File: config.mk
export PLATFORM = sky130hd
export DESIGN_NAME = svm_mem_mngr_mc
export DESIGN_NICKNAME = d
export VERILOG_FILES = /design/src/rtl/svm_mem_mngr_mc.sv
export SDC_FILE = /design/constraint.sdc
export NUM_CORES = 2
export LEC_CHECK = 0
export ABC_AREA = 1
export CAP_MARGIN = 40
export CORE_MARGIN = 4
export CORE_UTILIZATION = 46
export DETAILED_ROUTE_END_ITERATION = 8
export PLACE_DENSITY = 0.66
export SETUP_SLACK_MARGIN = 0.1
export SLEW_MARGIN = 20
export SYNTH_ARGS = -nofsm -noshare
export SYNTH_HDL_FRONTEND = slang
export SYNTH_SLANG_ARGS = --single-unit
File: constraint.sdc
create_clock -name clk -period 10.5 [get_ports clk]
set_clock_uncertainty 0.15 [all_clocks]
set_input_delay 1.05 -clock clk [delete_from_list [all_inputs] [get_ports clk]]
set_output_delay 1.05 -clock clk [all_outputs]
set_load 0.005 [all_outputs]
File: src/rtl/svm_mem_mngr_mc.sv
// Multi-channel SVM memory manager: wrapping per-region read pointers, split DMA bursts,
// channel-tagged responses and the ROM read-data FIFO. Optional DMA watchdog: SVM_MEM_MNGR_TIMEOUT_EN.
module svm_mem_mngr_mc #(
  parameter int NUM_CH      = 4,
  parameter int ADDR_W      = 32,
  parameter int LEN_W       = 16,
  parameter int DATA_W      = 32,
  parameter int FIFO_DEPTH  = 16,
  parameter int TIMEOUT_CYC = 1024,
  localparam int CH_W  = (NUM_CH > 1) ? $clog2(NUM_CH) : 1,
  localparam int LVL_W = $clog2(FIFO_DEPTH + 1)
) (
  input  logic                     clk,
  input  logic                     rst_n,
  input  logic                     cfg_done,
  input  logic [NUM_CH*ADDR_W-1:0] cfg_base,
  input  logic [NUM_CH*LEN_W-1:0]  cfg_len,
  input  logic                     cmd_vld,
  output logic                     cmd_rdy,
  input  logic [1:0]               cmd_op,
  input  logic [CH_W-1:0]          cmd_ch,
  input  logic [LEN_W-1:0]         cmd_len,
  output logic                     dma_req_vld,
  input  logic                     dma_req_rdy,
  output logic [ADDR_W-1:0]        dma_addr,
  output logic [ADDR_W-1:0]        dma_bytes,
  input  logic                     dma_done,
  output logic                     resp_vld,
  input  logic                     resp_rdy,
  output logic [2:0]               resp_code,
  output logic [CH_W-1:0]          resp_ch,
  output logic                     busy,
  input  logic                     fifo_push,
  input  logic [DATA_W-1:0]        fifo_din,
  input  logic                     fifo_pop,
  output logic [DATA_W-1:0]        fifo_dout,
  output logic                     fifo_full,
  output logic                     fifo_empty,
  output logic [LVL_W-1:0]         fifo_level,
  output logic                     fifo_ovf
);
  localparam int            PTR_W    = $clog2(FIFO_DEPTH);
  localparam logic [CH_W:0] NUM_CH_V = (CH_W + 1)'(NUM_CH);

  localparam logic [1:0] OP_LOAD = 2'd0, OP_SKIP = 2'd1, OP_REWIND = 2'd2;
  localparam logic [2:0] RC_LOAD = 3'd0, RC_SKIP = 3'd1, RC_REWIND = 3'd2, RC_WR = 3'd3,
                         RC_TIMEOUT = 3'd6, RC_ERR = 3'd7;

  typedef enum logic [2:0] {IDLE, WAIT_CMD, DMA_REQ, DMA_WAIT, RESP} state_e;

  state_e            state_q, state_d;
  logic [ADDR_W-1:0] base_q   [NUM_CH], base_d   [NUM_CH];
  logic [LEN_W-1:0]  lenReg_q [NUM_CH], lenReg_d [NUM_CH];
  logic [LEN_W-1:0]  off_q    [NUM_CH], off_d    [NUM_CH];
  logic [CH_W-1:0]   ch_q, ch_d;
  logic [LEN_W-1:0]  rem_q, rem_d;
  logic [2:0]        code_q, code_d;

  logic              chValid, cmdErr, timeout;
  logic [CH_W-1:0]   cmdIdx;
  logic [LEN_W-1:0]  avail, seg, skipOff, doneOff;

  // Offsets never exceed the region length, so a single conditional subtract wraps them.
  function automatic logic [LEN_W-1:0] wrapAdd(input logic [LEN_W-1:0] a, b, lim);
    logic [LEN_W:0] sum;
    sum = {1'b0, a} + {1'b0, b};
    if (sum >= {1'b0, lim}) sum = sum - {1'b0, lim};
    return sum[LEN_W-1:0];
  endfunction

  assign chValid = ({1'b0, cmd_ch} < NUM_CH_V);
  assign cmdIdx  = chValid ? cmd_ch : '0;
  assign cmdErr  = !chValid || (cmd_len > lenReg_q[cmdIdx]) ||
                   (((cmd_op == OP_LOAD) || (cmd_op == OP_SKIP)) && (cmd_len == '0));
  assign avail   = lenReg_q[ch_q] - off_q[ch_q];
  assign seg     = (rem_q < avail) ? rem_q : avail;
  assign skipOff = wrapAdd(off_q[cmdIdx], cmd_len, lenReg_q[cmdIdx]);
  assign doneOff = wrapAdd(off_q[ch_q], seg, lenReg_q[ch_q]);

`ifdef SVM_MEM_MNGR_TIMEOUT_EN
  localparam int TO_W = $clog2(TIMEOUT_CYC + 1);
  logic [TO_W-1:0] toCnt_q, toCnt_d;

  assign timeout = (state_q == DMA_WAIT) && !dma_done && (toCnt_q == TO_W'(TIMEOUT_CYC - 1));

  always_comb begin
    toCnt_d = toCnt_q;
    if (state_q == DMA_REQ)       toCnt_d = '0;
    else if (state_q == DMA_WAIT) toCnt_d = toCnt_q + TO_W'(1);
  end

  always_ff @(posedge clk) begin
    if (!rst_n) toCnt_q <= '0;
    else        toCnt_q <= toCnt_d;
  end
`else
  assign timeout = 1'b0;
`endif

  always_ff @(posedge clk) begin
    if (!rst_n) state_q <= IDLE;
    else        state_q <= state_d;
  end

  always_comb begin
    state_d = state_q;
    case (state_q)
      IDLE:     if (cfg_done) state_d = WAIT_CMD;
      WAIT_CMD: if (cmd_vld) state_d = (cmdErr || (cmd_op != OP_LOAD)) ? RESP : DMA_REQ;
      DMA_REQ:  if (dma_req_rdy) state_d = DMA_WAIT;
      DMA_WAIT: begin
        if (dma_done)     state_d = (rem_q != seg) ? DMA_REQ : RESP;
        else if (timeout) state_d = RESP;
      end
      RESP:     if (resp_rdy) state_d = WAIT_CMD;
      default:  state_d = IDLE;
    endcase
  end

  always_comb begin
    cmd_rdy     = 1'b0;
    dma_req_vld = 1'b0;
    dma_addr    = '0;
    dma_bytes   = '0;
    resp_vld    = 1'b0;
    resp_code   = '0;
    resp_ch     = '0;
    busy        = (state_q != IDLE) && (state_q != WAIT_CMD);
    case (state_q)
      WAIT_CMD: cmd_rdy = 1'b1;
      DMA_REQ: begin
        dma_req_vld = 1'b1;
        dma_addr    = base_q[ch_q] + (ADDR_W'(off_q[ch_q]) << 2);
        dma_bytes   = ADDR_W'(seg) << 2;
      end
      RESP: begin
        resp_vld  = 1'b1;
        resp_code = code_q;
        resp_ch   = ch_q;
      end
      default: ;
    endcase
  end

  // Region table, per-channel offsets and the in-flight command.
  always_comb begin
    base_d   = base_q;
    lenReg_d = lenReg_q;
    off_d    = off_q;
    ch_d     = ch_q;
    rem_d    = rem_q;
    code_d   = code_q;
    case (state_q)
      IDLE: if (cfg_done) begin
        for (int c = 0; c < NUM_CH; c++) begin
          base_d[c]   = cfg_base[c*ADDR_W +: ADDR_W];
          lenReg_d[c] = cfg_len[c*LEN_W +: LEN_W];
          off_d[c]    = '0;
        end
      end
      WAIT_CMD: if (cmd_vld) begin
        ch_d  = cmd_ch;
        rem_d = cmd_len;
        if (cmdErr) code_d = RC_ERR;
        else begin
          case (cmd_op)
            OP_LOAD:   code_d = RC_LOAD;
            OP_SKIP:   begin off_d[cmdIdx] = skipOff; code_d = RC_SKIP; end
            OP_REWIND: begin off_d[cmdIdx] = '0;      code_d = RC_REWIND; end
            default:   code_d = RC_WR;
          endcase
        end
      end
      DMA_WAIT: begin
        if (dma_done) begin
          off_d[ch_q] = doneOff;
          rem_d       = rem_q - seg;
          code_d      = RC_LOAD;
        end else if (timeout) begin
          code_d = RC_TIMEOUT;
        end
      end
      default: ;
    endcase
  end

  always_ff @(posedge clk) begin
    if (!rst_n) begin
      base_q   <= '{default: '0};
      lenReg_q <= '{default: '0};
      off_q    <= '{default: '0};
      ch_q     <= '0;
      rem_q    <= '0;
      code_q   <= '0;
    end else begin
      base_q   <= base_d;
      lenReg_q <= lenReg_d;
      off_q    <= off_d;
      ch_q     <= ch_d;
      rem_q    <= rem_d;
      code_q   <= code_d;
    end
  end

  // ROM read-data FIFO; a pop frees the slot a same-cycle push needs when full.
  logic [DATA_W-1:0] mem [FIFO_DEPTH];
  logic [PTR_W-1:0]  wrPtr_q, rdPtr_q;
  logic [LVL_W-1:0]  level_q;
  logic              ovf_q, doPush, doPop;

  assign fifo_full  = (level_q == LVL_W'(FIFO_DEPTH));
  assign fifo_empty = (level_q == '0);
  assign fifo_level = level_q;
  assign fifo_ovf   = ovf_q;
  assign fifo_dout  = fifo_empty ? '0 : mem[rdPtr_q];
  assign doPop      = fifo_pop && !fifo_empty;
  assign doPush     = fifo_push && (!fifo_full || doPop);

  always_ff @(posedge clk) begin
    if (doPush) mem[wrPtr_q] <= fifo_din;
  end

  always_ff @(posedge clk) begin
    if (!rst_n) begin
      wrPtr_q <= '0;
      rdPtr_q <= '0;
      level_q <= '0;
      ovf_q   <= 1'b0;
    end else begin
      if (doPush) wrPtr_q <= wrPtr_q + PTR_W'(1);
      if (doPop)  rdPtr_q <= rdPtr_q + PTR_W'(1);
      case ({doPush, doPop})
        2'b10:   level_q <= level_q + LVL_W'(1);
        2'b01:   level_q <= level_q - LVL_W'(1);
        default: ;
      endcase
      if (fifo_push && fifo_full && !doPop) ovf_q <= 1'b1;
    end
  end
endmodule
==> metrics <==
outcome finished clean; multi-input gate area in the final layout 18,700 µm²; number of sinks on the clock net 810; dominant cell type by count on the critical path sky130_fd_sc_hd__nand2_1; LEAKAGE 19.3 nW; antenna-violating nets left 0; worst endpoint required time 10.92 ns; vertical die dimension 314 µm; H-tree levels 3; clock tree from TritonCTS yes; total wire length 147,000 µm; total of hold buffers inserted after clock tree synthesis 0; initial antenna violation count 5; CP Launch Type flip-flop; highest-count cells in the layout ignoring fill and taps sky130_fd_sc_hd__o21ai_0 (661), sky130_fd_sc_hd__nand2_1 (633), sky130_fd_sc_hd__nor2_1 (623), sky130_fd_sc_hd__edfxtp_1 (512), sky130_fd_sc_hd__inv_1 (510); initial cell density of the core 46.7%; most common library cell in the layout ignoring fill and taps sky130_fd_sc_hd__o21ai_0; type of destination of the critical path flip-flop; half-perimeter wire length after placement 98,200 µm; buffers added on ports 349; end-of-flow core utilization 54.9%; internal power 8.06 mW; path class of the lowest-slack min-delay path flip-flop to flip-flop; largest net degree at the start of global routing ~230; number of vias after detailed routing 38,600; Psw 7.12 mW; Comb pwr share 53.6%; slowest cell delay on critical path approximately 0.65 ns; Pre-Repair DR Iteration Count 8; share of total power consumed by net switching 46.9%; die area 98,600 µm²; Post-CTS Setup Repair Bufs 0; count of flip-flops with a built-in enable after synthesis around 510; master of the slowest instance on the critical path sky130_fd_sc_hd__dfxtp_1; highest net fanout along the worst path 48; area grow syn2layout 17.6%; number of violations reported at the end of detailed-routing iteration 0 4,033; P per Cell Area 299 nW/µm²; clock share of power 20.3%; total number of placement rows 111; Peak Freq between 0.1 and 0.15 GHz; Worst slew margin approximately 24%; Sequential Area 21,300 µm²; Avg Inst Size Synth ~8.5 µm²; transition at the pin with the smallest max-transition slack 1.13 ns; maximum number of buffers from clock root to sink 3; gpl congestion 0.993; clk slew on worst S/H paths 0.07 ns; Maximum Capacitance Violations 0; data arrival time at the worst-slack endpoint 10.01 ns; wire length of the first global-routing pass 219,000 µm; count of instances resized after the clock tree is built 0; min Tclk post-route 9.59 ns; library cells used by synthesis 57; sequential cell area fraction in the yosys report 49.5%; clock tree root buffer cell sky130_fd_sc_hd__clkbuf_16; summed instance area of the synthesized netlist 43,100 µm²; Max VDD drop 0.000294 V; final hold violations 0; DR DRC count 0; startpoint-to-endpoint class of the critical path flip-flop to flip-flop; Max Slew Vio Count 0; total congestion overflow 0; proportion of power drawn by flip-flops and latches a little over a quarter; clock latency reported for the late side of the worst-skew pair 0.68 ns; Num CTS Buffers 87; final worst path period share 91.3%; total global-route track usage 28.8%; RSZ-0062 raised after global routing no; area of the core 92,400 µm²; wire length per cell after detailed routing 22.2 µm; Post-Route Setup TNS 0 ns; Fill cells 8,391; share of flip-flops with an asynchronous set or reset after synthesis 0%; final setup fails 0; fin nets 5,727; total I/O pin count about 370; Most used DFF post-synth sky130_fd_sc_hd__edfxtp_1; FF+latch count, synth 810; number of global-route vias before repair 35,200; vias per inst 5.83; Post-Synthesis Cells 5,085; final-layout worst hold slack 0.297 ns; Warnings, synthesis 0; fraction of layout instances using a drive strength above 1 5.90%; die width 314 µm
flip-flops by register name (all words and copies together), names as in the netlist, named ones only:
signal	cells
mem	512
base_q	128
lenReg_q	64
off_q	64
rem_q	16
fifo_level	5
rdPtr_q	4
wrPtr_q	4
code_q	3
state_q	3
ch_q	2
fifo_ovf	1
per-stage QoR:
| step | cell area, µm² | instances | total power [mW] | worst slack, ns |
|---|---|---|---|---|
| after floorplan | 43200 | 5100 | 9.49 | 2.93 |
| after global placement | 47500 | 6446 | 11.8 | 0.671 |
| after detailed placement | 47800 | 6462 | 11.9 | 0.664 |
| after CTS | 50600 | 6612 | 15.0 | 0.616 |
| after global routing | 50700 | 6621 | 16.1 | 0.151 |
| final | 50700 | 6623 | 15.2 | 0.908 |
synthesized netlist by cell type, types with 4 or more instances:
master	number	area share, %
sky130_fd_sc_hd__o21bai_1	5	0.087
sky130_fd_sc_hd__clkbuf_1	230	2.0
sky130_fd_sc_hd__nand4_1	20	0.29
sky130_fd_sc_hd__nor3_2	5	0.12
sky130_fd_sc_hd__ha_1	154	4.5
sky130_fd_sc_hd__o221ai_1	133	2.7
sky130_fd_sc_hd__fa_1	8	0.37
sky130_fd_sc_hd__a31oi_1	10	0.15
sky130_fd_sc_hd__nand3b_1	16	0.28
sky130_fd_sc_hd__nand3_2	11	0.26
sky130_fd_sc_hd__o211ai_1	4	0.070
sky130_fd_sc_hd__inv_1	515	4.5
sky130_fd_sc_hd__inv_2	8	0.070
sky130_fd_sc_hd__or2_2	7	0.10
sky130_fd_sc_hd__buf_1	24	0.21
sky130_fd_sc_hd__xnor2_1	28	0.57
sky130_fd_sc_hd__o21ai_1	12	0.14
sky130_fd_sc_hd__nor2_1	647	5.6
sky130_fd_sc_hd__nor3_1	21	0.24
sky130_fd_sc_hd__o21ai_0	661	7.7
sky130_fd_sc_hd__buf_2	19	0.22
sky130_fd_sc_hd__nand2_2	15	0.22
sky130_fd_sc_hd__dfxtp_1	298	14
sky130_fd_sc_hd__nand2_4	12	0.31
sky130_fd_sc_hd__o21a_1	27	0.47
sky130_fd_sc_hd__buf_4	19	0.33
sky130_fd_sc_hd__a21oi_1	495	5.7
sky130_fd_sc_hd__edfxtp_1	512	36
sky130_fd_sc_hd__xor2_1	32	0.65
sky130_fd_sc_hd__nand3_1	286	3.3
sky130_fd_sc_hd__a22oi_1	43	0.75
sky130_fd_sc_hd__a221oi_1	23	0.47
sky130_fd_sc_hd__a21o_1	9	0.16
sky130_fd_sc_hd__nand2_1	634	5.5
sky130_fd_sc_hd__nor4_1	6	0.087
sky130_fd_sc_hd__buf_6	12	0.31
sky130_fd_sc_hd__o22ai_1	87	1.3
cell type report:
type | instances | area share (%)
Tap cell | 1243 | 3.07
Clock inverter | 37 | 0.923
Timing Repair Buffer | 427 | 8.48
Clock buffer | 113 | 4.59
Sequential cell | 810 | 42.1
Inverter | 528 | 3.95
Antenna cell | 7 | 0.0346
Timing Repair inverter | 1 | 0.00987
Multi-Input combinational cell | 3457 | 36.8
cell families after synthesis:
kind of cell	Yosys count	synth area share (%)
buffers and inverters	833	7.73
DFF	810	49.5
other	1	0.00870
and+or+nand+nor	1694	16.7
xor gates and xnor gates	60	1.22
AOI/OAI and AO/OA	1525	20.0
adders and majority gates	162	4.84
critical path, delay by kind of cell (launching register included):
family | cells | cell delay [ns]
simple gates | 26 | 3.79
fa+ha+maj | 6 | 1.95
compound gates | 9 | 1.67
buf+inv | 5 | 1.04
flops | 1 | 0.65
xor+xnor | 1 | 0.18
per-layer routing:
metal | share of wire [%] | up-vias | track usage [%]
li1 | - | 18100 | -
met1 | 41 | 18400 | 39.4
met2 | 46 | 1764 | 46.1
met3 | 8.4 | 314 | 4.57
met4 | 3.9 | 0 | 11.3
met5 | 0 | - | 0
worst paths after layout:
check,from,endpoint,slack (ns),cells past startpoint
max,ch_q[0],off_q[58],0.91,47
min,base_q[73],base_q[73],0.30,2
max reg2reg,ch_q[0],off_q[58],0.91,47
min reg2reg,base_q[73],base_q[73],0.30,2
power groups by stage:
stage	sequential (mW)	combinational, mW	clock [mW]
3_3_place_gp	4.01	7.84	0
5_1_grt	3.99	8.88	3.25
6_report	3.96	8.14	3.08
4_1_cts	3.95	7.94	3.12
2_1_floorplan	3.91	5.58	0
3_5_place_dp	4.01	7.89	0
No activity file was read; power rests on OpenSTA's default activity.
